<file path="config.mk">
export PLATFORM = sky130hd
export DESIGN_NAME = mult_div_unit
export DESIGN_NICKNAME = d
export VERILOG_FILES = /design/src/rtl/mips_md_pkg.sv /design/src/rtl/mult_div_unit.sv
export SDC_FILE = /design/constraint.sdc
export NUM_CORES = 1
export LEC_CHECK = 0
export BUFFER_PORTS_ARGS = -buffer_cell sky130_fd_sc_hd__buf_2
export CAP_MARGIN = 20
export CORE_UTILIZATION = 45
export CTS_CLUSTER_DIAMETER = 30
export DETAILED_ROUTE_END_ITERATION = 6
export GPL_TIMING_DRIVEN = 0
export PLACE_DENSITY = 0.73
export SKIP_CTS_REPAIR_TIMING = 1
export SLEW_MARGIN = 40
export SYNTH_ARGS = -nofsm -noshare
export SYNTH_HDL_FRONTEND = slang
export SYNTH_SLANG_ARGS = --single-unit
</file>
<file path="constraint.sdc">
create_clock -name clk -period 3.9 [get_ports clk]
set_input_delay 0.585 -clock clk [delete_from_list [all_inputs] [get_ports clk]]
set_output_delay 0.585 -clock clk [all_outputs]
set_load 0.05 [all_outputs]
</file>
<file path="src/rtl/mips_md_pkg.sv">
// rtl/mips_md_pkg.sv - shared encodings and sign helpers for the HI/LO multiply/divide unit
package mips_md_pkg;

    typedef enum logic [1:0] {
        MD_MULTU = 2'b00,
        MD_MULT  = 2'b01,
        MD_DIVU  = 2'b10,
        MD_DIV   = 2'b11
    } md_op_e;

    typedef enum logic [1:0] {
        ST_IDLE   = 2'b00,
        ST_CALC   = 2'b01,
        ST_FINISH = 2'b10
    } md_state_e;

    // Helpers work on a fixed wide container; callers zero-extend in and truncate out,
    // which is exact for two's-complement negation at any narrower width.
    localparam int MD_MAX_W     = 128;
    localparam int MD_DEFAULT_W = 32;
    localparam int MD_CNT_W     = $clog2(MD_DEFAULT_W) + 1;

    function automatic int md_cnt_width(input int dw);
        return $clog2(dw) + 1;
    endfunction

    function automatic logic [MD_MAX_W-1:0] md_cond_neg(input logic [MD_MAX_W-1:0] v,
                                                        input logic                neg);
        return neg ? ((~v) + MD_MAX_W'(1)) : v;
    endfunction

    function automatic logic [MD_MAX_W-1:0] md_to_mag(input logic [MD_MAX_W-1:0] v,
                                                      input logic                is_signed,
                                                      input logic                msb);
        return md_cond_neg(v, is_signed & msb);
    endfunction

endpackage

</file>
<file path="src/rtl/mult_div_unit.sv">
// rtl/mult_div_unit.sv - iterative HI/LO multiply (shift-add) and divide (restoring) unit
module mult_div_unit
    import mips_md_pkg::*;
#(
    parameter int DATA_WIDTH = 32
) (
    input  logic                  clk,
    input  logic                  reset,
    input  logic                  Start,
    input  logic [1:0]            MDOperation,
    input  logic [DATA_WIDTH-1:0] A,
    input  logic [DATA_WIDTH-1:0] B,
    output logic                  Busy,
    output logic                  Done,
    output logic [DATA_WIDTH-1:0] HI,
    output logic [DATA_WIDTH-1:0] LO,
    output logic                  DivByZero
);

    localparam int W     = DATA_WIDTH;
    localparam int W2    = 2 * DATA_WIDTH;
    localparam int CNT_W = md_cnt_width(DATA_WIDTH);
    localparam logic [CNT_W-1:0] LAST_ITER = CNT_W'(DATA_WIDTH - 1);

    md_state_e         state_q, state_d;
    logic [CNT_W-1:0]  cnt_q, cnt_d;
    logic [W2-1:0]     acc_q, acc_d;
    logic [W-1:0]      opb_q, opb_d;
    logic              is_div_q, is_div_d;
    logic              neg_lo_q, neg_lo_d;
    logic              neg_hi_q, neg_hi_d;
    logic              bzero_q, bzero_d;
    logic [W-1:0]      hi_q, hi_d;
    logic [W-1:0]      lo_q, lo_d;
    logic              done_q, done_d;
    logic              dbz_q, dbz_d;

    logic              signed_op;
    logic [W-1:0]      a_mag, b_mag;
    logic [W:0]        mul_sum;
    logic [W2-1:0]     mul_next;
    logic [W:0]        div_shift;
    logic              div_ge;
    logic [W-1:0]      div_sub;
    logic [W2-1:0]     div_next;
    logic [W2-1:0]     prod_res;
    logic [W-1:0]      quo_res, rem_res;

    assign signed_op = MDOperation[0];
    assign a_mag = W'(md_to_mag(MD_MAX_W'(A), signed_op, A[W-1]));
    assign b_mag = W'(md_to_mag(MD_MAX_W'(B), signed_op, B[W-1]));

    // Multiply: acc holds {partial product, remaining multiplier bits}.
    assign mul_sum  = {1'b0, acc_q[W2-1:W]} + (acc_q[0] ? {1'b0, opb_q} : {(W+1){1'b0}});
    assign mul_next = {mul_sum, acc_q[W-1:1]};

    // Divide: acc holds {remainder, dividend bits shifting into quotient}.
    // The remainder stays below the divisor, so the W-bit subtract is exact when taken.
    assign div_shift = {acc_q[W2-1:W], acc_q[W-1]};
    assign div_ge    = (div_shift >= {1'b0, opb_q});
    assign div_sub   = div_shift[W-1:0] - opb_q;
    assign div_next  = div_ge ? {div_sub, acc_q[W-2:0], 1'b1}
                              : {div_shift[W-1:0], acc_q[W-2:0], 1'b0};

    assign prod_res = W2'(md_cond_neg(MD_MAX_W'(acc_q), neg_lo_q));
    assign quo_res  = W'(md_cond_neg(MD_MAX_W'(acc_q[W-1:0]), neg_lo_q));
    assign rem_res  = W'(md_cond_neg(MD_MAX_W'(acc_q[W2-1:W]), neg_hi_q));

    always_comb begin
        state_d  = state_q;
        cnt_d    = cnt_q;
        acc_d    = acc_q;
        opb_d    = opb_q;
        is_div_d = is_div_q;
        neg_lo_d = neg_lo_q;
        neg_hi_d = neg_hi_q;
        bzero_d  = bzero_q;
        hi_d     = hi_q;
        lo_d     = lo_q;
        done_d   = 1'b0;
        dbz_d    = dbz_q;
        case (state_q)
            ST_IDLE: begin
                if (Start) begin
                    state_d  = ST_CALC;
                    cnt_d    = '0;
                    acc_d    = {{W{1'b0}}, a_mag};
                    opb_d    = b_mag;
                    is_div_d = MDOperation[1];
                    neg_lo_d = signed_op & (A[W-1] ^ B[W-1]);
                    neg_hi_d = signed_op & A[W-1];
                    bzero_d  = MDOperation[1] & (B == '0);
                    dbz_d    = 1'b0;
                end
            end
            ST_CALC: begin
                acc_d = is_div_q ? div_next : mul_next;
                cnt_d = cnt_q + CNT_W'(1);
                if (cnt_q == LAST_ITER) begin
                    state_d = ST_FINISH;
                end
            end
            ST_FINISH: begin
                state_d = ST_IDLE;
                done_d  = 1'b1;
                if (is_div_q) begin
                    // Zero divisor: remainder magnitude is |A| with A's sign, i.e. A itself.
                    lo_d  = bzero_q ? {W{1'b1}} : quo_res;
                    hi_d  = rem_res;
                    dbz_d = bzero_q;
                end else begin
                    hi_d = prod_res[W2-1:W];
                    lo_d = prod_res[W-1:0];
                end
            end
            default: state_d = ST_IDLE;
        endcase
    end

    always_ff @(posedge clk or negedge reset) begin
        if (!reset) begin
            state_q  <= ST_IDLE;
            cnt_q    <= '0;
            acc_q    <= '0;
            opb_q    <= '0;
            is_div_q <= 1'b0;
            neg_lo_q <= 1'b0;
            neg_hi_q <= 1'b0;
            bzero_q  <= 1'b0;
            hi_q     <= '0;
            lo_q     <= '0;
            done_q   <= 1'b0;
            dbz_q    <= 1'b0;
        end else begin
            state_q  <= state_d;
            cnt_q    <= cnt_d;
            acc_q    <= acc_d;
            opb_q    <= opb_d;
            is_div_q <= is_div_d;
            neg_lo_q <= neg_lo_d;
            neg_hi_q <= neg_hi_d;
            bzero_q  <= bzero_d;
            hi_q     <= hi_d;
            lo_q     <= lo_d;
            done_q   <= done_d;
            dbz_q    <= dbz_d;
        end
    end

    assign Busy      = (state_q != ST_IDLE);
    assign Done      = done_q;
    assign HI        = hi_q;
    assign LO        = lo_q;
    assign DivByZero = dbz_q;

endmodule

</file>
==> results of run 1 <==
[layout make-up]
type,count,area share
buffer,106,0.03339
clock buffer,17,0.02652
clock inverter,15,0.01303
inverter,65,0.01544
multi-input combinational,1426,0.5608
sequential,174,0.2715
tap,396,0.03089
timing repair buffer,140,0.04836
[power by group through the flow]
| stage | logic, mW | registers, mW | clock network, mW |
|---|---|---|---|
| floorplan | 6.09 | 2.78 | 0 |
| global placement | 8.05 | 3.10 | 0 |
| detailed placement | 8.12 | 3.13 | 0 |
| CTS | 8.18 | 3.09 | 1.85 |
| global route | 9.25 | 3.20 | 1.92 |
| finish | 8.42 | 3.14 | 1.83 |
[synthesized netlist by cell type, drive strengths merged, types with 19 or more instances]
cell type  instances
o31ai             19
a21o              34
o21ai            191
clkbuf            80
inv               64
nor3              32
buf               25
a21oi            159
ha                69
dfrtp            174
xor2              74
nand3             36
o211ai            29
nor2             187
nor4              23
a211oi            28
mux2i             42
nand2            189
xnor2             97
[final timing paths]
| check | end | slack (ps) | depth (start not counted) |
|---|---|---|---|
| hold / removal | cnt_q[1] | -20 | 1 |
| setup reg to reg | acc_q[58] | 200 | 13 |
| max in group asynchronous | HI[8] | 2770 | 4 |
| setup / recovery | acc_q[58] | 200 | 13 |
| hold reg to reg | HI[16] | 480 | 2 |
| min in group clk | opb_q[1] | 400 | 3 |
[state kept, by name, indices dropped and copies added (netlist names)]
register	flops
neg_hi_q	1
LO	32
bzero_q	1
DivByZero	1
opb_q	32
state_q	2
HI	32
Done	1
cnt_q	6
is_div_q	1
acc_q	64
neg_lo_q	1
[cell families (layout without fill, tap and decap cells)]
| kind of cell | count (synthesis) | in the layout | share of synthesized area |
|---|---|---|---|
| muxes | 43 | 43 | 0.03068 |
| AOI/OAI and AO/OA | 567 | 567 | 0.2468 |
| xor gates and xnor gates | 171 | 171 | 0.1064 |
| adders and majority gates | 71 | 71 | 0.06420 |
| buffers and inverters | 172 | 343 | 0.05540 |
| and+or+nand+nor | 574 | 574 | 0.1871 |
| DFF | 174 | 174 | 0.3094 |
[routing by layer]
| layer | vias to the layer above | share of wire | track usage |
|---|---|---|---|
| met4 | 0 | 0.026 | 0.09357 |
| met5 | - | 0 | 0 |
| met1 | 6491 | 0.45 | 0.4170 |
| li1 | 6663 | - | - |
| met3 | 85 | 0.077 | 0.04092 |
| met2 | 619 | 0.45 | 0.4738 |
[worst max-delay path, stage by stage (launching register included)]
cell,delay [ps]
sky130_fd_sc_hd__dfrtp_1,510
sky130_fd_sc_hd__inv_2,180
sky130_fd_sc_hd__ha_1,190
sky130_fd_sc_hd__inv_1,60
sky130_fd_sc_hd__fa_1,390
sky130_fd_sc_hd__a21o_1,210
sky130_fd_sc_hd__a221oi_4,310
sky130_fd_sc_hd__and3b_1,230
sky130_fd_sc_hd__o31ai_1,340
sky130_fd_sc_hd__a21oi_1,210
sky130_fd_sc_hd__and3_1,230
sky130_fd_sc_hd__a311oi_1,330
sky130_fd_sc_hd__xor2_1,260
sky130_fd_sc_hd__o211ai_1,110
[placed cells by master (no fill, tap or decap), drive strengths merged, types with 32 or more instances in the layout]
cell	n
xnor2	97
a21o	34
a21oi	159
buf	162
xor2	74
nor3	32
dfrtp	174
ha	69
nand3	36
nand2	189
nor2	187
o21ai	191
mux2i	42
clkbuf	99
inv	69
[metrics by stage]
stage / worst slack, ps / hold WS [ps] / power, mW / instance area (um2)
2_1_floorplan: 650.3 / 289.4 / 8.874 / 14070
3_3_place_gp: -513.2 / 457.3 / 11.15 / 15240
3_5_place_dp: -220.7 / 466.0 / 11.25 / 15340
4_1_cts: -255.4 / -9.657 / 13.12 / 15970
5_1_grt: 6.915 / 4.478 / 14.37 / 16040
6_report: 200.2 / -18.87 / 13.39 / 16040
==> run summary, run 1 <==
Counting tap cells, the placed design contains a total of 2,306 instances. Averaged over all synthesized cells, the footprint is 7.941 um2. The measured slew at the worst slew-check pin was 803.4 ps; the number of input and output port buffers inserted was 135. Half-perimeter wire length after placement: 37,370 um. The tree is rooted in a sky130_fd_sc_hd__clkbuf_16. The logs give 14,070 um2 for the post-synthesis instance area and 14.44 ps for the worst clock skew.

Ranked by total cell area, the synthesized netlist is headed by sky130_fd_sc_hd__dfrtp_1 31%, sky130_fd_sc_hd__o21ai_0 6.6%, sky130_fd_sc_hd__ha_1 6.1%. The net count of the finished layout was 2,070; the remaining antenna violation count was 0. 136 I/O pins were placed. In this run the standard cell core region covers 30,670 um2.

Data arrives at the worst endpoint at 4020 ps. Synthesis produced a netlist whose cell count is 1,772. The area share of the largest cell type after synthesis is 0.3094, and the sequential element share of the synthesized area is 0.3094. For the final non-filler cell total, the log shows 2,339. For the normalized max-slew margin, the log shows 0.4595. Fill cell instance count of the final layout: 2,976. For the share of power burned in the clock network, the log shows 0.137. The die boundary width was 178.8 um. The routed wire length came out at 46,590 um. Setup repair after global routing left no endpoint under its margin.

The share of flip-flops with an asynchronous set or reset is 1.000. The worst setup path is launched from a register. The sequential share of power is 0.234. The path type of the worst min-delay path is in2async. The setup path with the least slack is of type reg2reg.

The largest buffer count on any clock path is 2, and the area of the die is 31,980 um2. The dominant cell type by area after synthesis was sky130_fd_sc_hd__dfrtp_1. Proportion of layout cells with a drive suffix above 1: 0.1137. The worst setup path is captured at a register. The logs give 6 for the number of hold-slack violations in the final timing report and 80 for the number of distinct standard cells referenced by the synthesized netlist. The peak clock frequency supported by timing came out at 270.3 MHz. The final reports fail on negative hold slack.

The first detailed-routing pass ran for 6 iterations. The first global-routing pass estimated 73,310 um of wire. Number of global-route vias before repair: 13.26k. The global-route usage over all layers is 0.2982. The die outline height was 178.8 um. The run gives 1,912 as the post-synthesis net count.

Maximum net fanout on the critical path: 7. The flow ran to the end, but the final reports show violations. For this block, the initial DRC count from the detailed router was 1,258. The routed layout has 13.86k vias. The run gives 0.4588 as the initial core utilization. The tools report the antenna cell count as 0. For the total area of sequential cells, the log shows 4355 um2. Post-route fraction of the period consumed by the critical path: 0.9487. The run gives 0 as the count of warnings emitted by yosys.

The number of placement rows was 64; the synthesis-stage register bit count was 174. Counting the buffers created by CTS gives 17. Routability-driven placement finished with a final weighted congestion of 0.9815. The final cell utilization of the core is 0.5230.

The H-tree generated during clock tree synthesis spans 4 levels. Smallest hold slack: -18.87 ps. Critical register-to-register path startpoint: acc_q[31]. For the worst setup path, the data required time is 4220 ps.

After global routing the overflow that remains totals 0. The later pin in the worst-skew pair is clocked with a latency of 460 ps. Cell internal power was estimated by the tool at 6.453 mW. Entering global routing, the biggest net connects 56 pins. For this design the static power due to leakage is 6.933 nW. From synthesis to final layout, the design area changed by 14.00%. Among all flip-flop cells after synthesis, the most frequent one is sky130_fd_sc_hd__dfrtp_1.

The sum of negative setup slack is 0 ps. For the final number of max-transition violations, the log shows 0. Proportion of power drawn by combinational gates: 0.629. For this design the total switching power over the nets is 6.936 mW.

TritonCTS built the clock tree. Origin of the worst setup path: acc_q[31]. The via-per-instance ratio is 5.925, and the max-capacitance violation count is 0. The final routed wire length divided by cell count is 19.92 um, and the sink count of the clock tree is 174. Dividing total power by cell area gives a power density of 834.7 nW/um2.

Across the VDD grid, the largest voltage drop is 0.0003989 V. Clock-pin slew was measured on the worst setup and hold paths at 90 ps. The switching fraction of total power came out at 0.5180.

The tools report the DRC violation count after routing as 0. Yosys mapped a number of flops with a built-in enable equal to 0. The footprint of the multi-input gates was 8996 um2. The final period demand of the worst path came out at 3700 ps.

Setup violations remaining at the end of the flow were counted as 0. The initial antenna violation count came out at 0.
Power figures use the tool's default switching activity.
==> run 2: changes to the inputs <==
- BUFFER_PORTS_ARGS: -buffer_cell sky130_fd_sc_hd__buf_2 -> -buffer_cell sky130_fd_sc_hd__clkbuf_2
- REMOVE_ABC_BUFFERS: unset -> 1
- SKIP_LAST_GASP: unset -> 1
==> run summary, run 2 (synthesis gave the netlist of run 1 again) <==
The flow ran to the end, and the final reports show no timing, DRC or antenna violations. The total power density per cell area is 818.6 nW/um2. For the met1 usage, the log shows 0.3652. The cell area reported after detailed placement came out at 15,080 um2. The final non-filler cell total came out at 2,241.

Layer with the highest usage: met2. The max-capacitance violation count was 0. The tools report the initial core utilization as 0.4588. The tools report the final number of max-transition violations as 0. The logs give 0 for the number of hold-slack violations in the final timing report and 0.9424 for the global placement routability congestion.

The total number of H-tree levels came out at 4. Relative to the synthesized area, the layout overhead comes to 11.58%. The path type of the worst min-delay path was in2async.

For this run, the detailed router's first-pass iteration total came to 6. The footprint of the multi-input gates is 9035 um2. The tools report the largest net degree at the start of global routing as 72. The DRC violation count after routing was 0. The logs give 12.42k for the number of global-route vias before repair and 0 for the antenna cell count.

Following the worst setup path forward leads to its endpoint at acc_q[58]. The global-route usage over all layers is 0.2580, and the met2 track demand over resource is 0.4097. Counting the buffers created by CTS gives 17. The first global-routing pass estimated 65,270 um of wire. In this run the static leakage power is 6.804 nW. For the number of placement rows, the log shows 64. The detailed router finished its first iteration with 1,021 violations. The run gives 2,209 as the count of placed standard cells including taps. The tools report the number of setup violations in the final report as 0. Clock tree synthesis selected as its root buffer the cell sky130_fd_sc_hd__clkbuf_16. The sum of negative setup slack was 0 ps.

The layout has 3,001 filler cells. Setup repair after global routing left no endpoint under its margin. The tools report the half-perimeter wire length after placement as 31,150 um.

The worst voltage drop across the vdd grid came out at 0.0003956 V. The run gives 0.4686 as the normalized max-slew margin. From left edge to right edge, the die measures 178.8 um. The worst register-to-register path ends at acc_q[58]. The initial antenna violation count is 0. The library cell used most frequently in the layout, excluding fill and tap cells, is sky130_fd_sc_hd__nand2_1. The routed via count was 13.24k; the final routed wire length divided by cell count was 18.29 um. The die outline height was 178.8 um. In this run the remaining antenna-violating nets after routing total 0. The later pin in the worst-skew pair is clocked with a latency of 450 ps.

The post-route fraction of the period consumed by the critical path works out to 0.9675. Number of input and output port buffers inserted: 135. The core region is 30,670 um2.

The origin of the worst setup path was acc_q[31]. The clock-pin slew of the registers on the worst-case setup and hold paths was 70 ps; the measured slew at the worst slew-check pin was 797.1 ps. The worst clock skew came out at 20.85 ps. In the layout the commonest cells are 186 x sky130_fd_sc_hd__nand2_1, 185 x sky130_fd_sc_hd__nor2_1, 185 x sky130_fd_sc_hd__o21ai_0, 172 x sky130_fd_sc_hd__dfrtp_1, 157 x sky130_fd_sc_hd__a21oi_1.

Global routing finished with a remaining overflow of 0. The logs give 81.50 ps for the worst slack after detailed placement and 4359 um2 for the total area of sequential cells. The final period demand of the worst path is 3773 ps, and the setup slack of the most critical reg-to-reg path is 130 ps.

The largest buffer count on any clock path is 2. Dividing the detail-routed via count by the number of cells gives 5.909. After layout, the worst setup slack is 126.7 ps. The critical register-to-register path startpoint is acc_q[31]. The data arrival time of the critical path is 4090 ps, and the number of flip-flops under the largest register name is 64. With fillers left out, the area of the finished cells amounts to 15,700 um2. The worst setup path is launched from a register. Maximum net fanout on the critical path: 7. By startpoint and endpoint, the worst setup path is classified as reg2reg. For the worst setup path, the data required time is 4210 ps. Summed over all layers, the routed wires come to 40,990 um. The path depth of the worst reg2reg path came out at 13. Largest register by flop count: acc_q. The proportion of layout cells with a drive suffix above 1 was 0.1165.

Endpoint type of the worst setup path: a register. 136 I/O pins were placed. The area of the die came out at 31,980 um2. The run gives 0.5119 as the final cell utilization of the core. Counting every sink on the clock net gives 174. The final layout contains 1,972 nets. The met3 routing resource usage after global routing came out at 0.03287. TritonCTS built the clock tree. For this run, the top clock speed supported by timing is 265.0 MHz.
run 2: cell types whose count changed in the layout (fill, tap and decap cells not counted), sizes merged:
cell         previous run  this run
dlygate4sd1             1         0
bufinv                  0         3
clkinv                 10         3
inv                    69        71
dlygate4sd3             1         0
buf                   162        13
clkbuf                 99       154
run 2: metrics by stage:
| step | hold slack, ps | power, mW |
|---|---|---|
| 5_1_grt | 74.95 | 13.80 |
| 6_report | 45.04 | 12.85 |
| 2_1_floorplan | 289.4 | 8.645 |
| 3_5_place_dp | 470.8 | 10.81 |
| 3_3_place_gp | 460.3 | 10.49 |
| 4_1_cts | 58.67 | 12.68 |
run 2: power by group:
part	total [mW]	switching (mW)	leakage, nW	internal [mW]
Sequential	3.35	1.06	2.09	2.29
Clock	1.84	0.811	0.298	1.03
Combinational	7.66	4.52	4.42	3.15
run 2: worst max-delay path, cell delays in order (launching register included):
cell	delay [ps]
sky130_fd_sc_hd__dfrtp_1	470
sky130_fd_sc_hd__inv_1	160
sky130_fd_sc_hd__ha_1	200
sky130_fd_sc_hd__inv_1	60
sky130_fd_sc_hd__fa_1	400
sky130_fd_sc_hd__a21o_1	210
sky130_fd_sc_hd__a221oi_2	370
sky130_fd_sc_hd__and3b_1	240
sky130_fd_sc_hd__o31ai_1	350
sky130_fd_sc_hd__a21oi_1	240
sky130_fd_sc_hd__and3_1	230
sky130_fd_sc_hd__a311oi_1	340
sky130_fd_sc_hd__xor2_1	260
sky130_fd_sc_hd__o211ai_1	110
run 2: layout make-up:
cell class / instances / area share
Tap cell: 396 / 0.03156
Clock inverter: 13 / 0.01124
Timing Repair Buffer: 148 / 0.06081
Multi-Input combinational cell: 1426 / 0.5755
Clock buffer: 19 / 0.02757
Inverter: 65 / 0.01570
Sequential cell: 174 / 0.2777
run 2: worst min path at each step:
stage	from	slack (ps)	depth (start not counted)	end
5_1_grt	reset	70	1	LO[3]
6_report	reset	50	1	LO[2]
3_3_place_gp	HI[9]	460	2	HI[9]
2_1_floorplan	reset	290	0	DivByZero
4_1_cts	reset	60	1	LO[2]
3_5_place_dp	opb_q[23]	470	2	opb_q[23]
run 2: routing by layer:
layer	wire, um	part of all wire
met5	0	0
met4	728	0.018
met3	2297	0.056
met2	18710	0.46
met1	19250	0.47
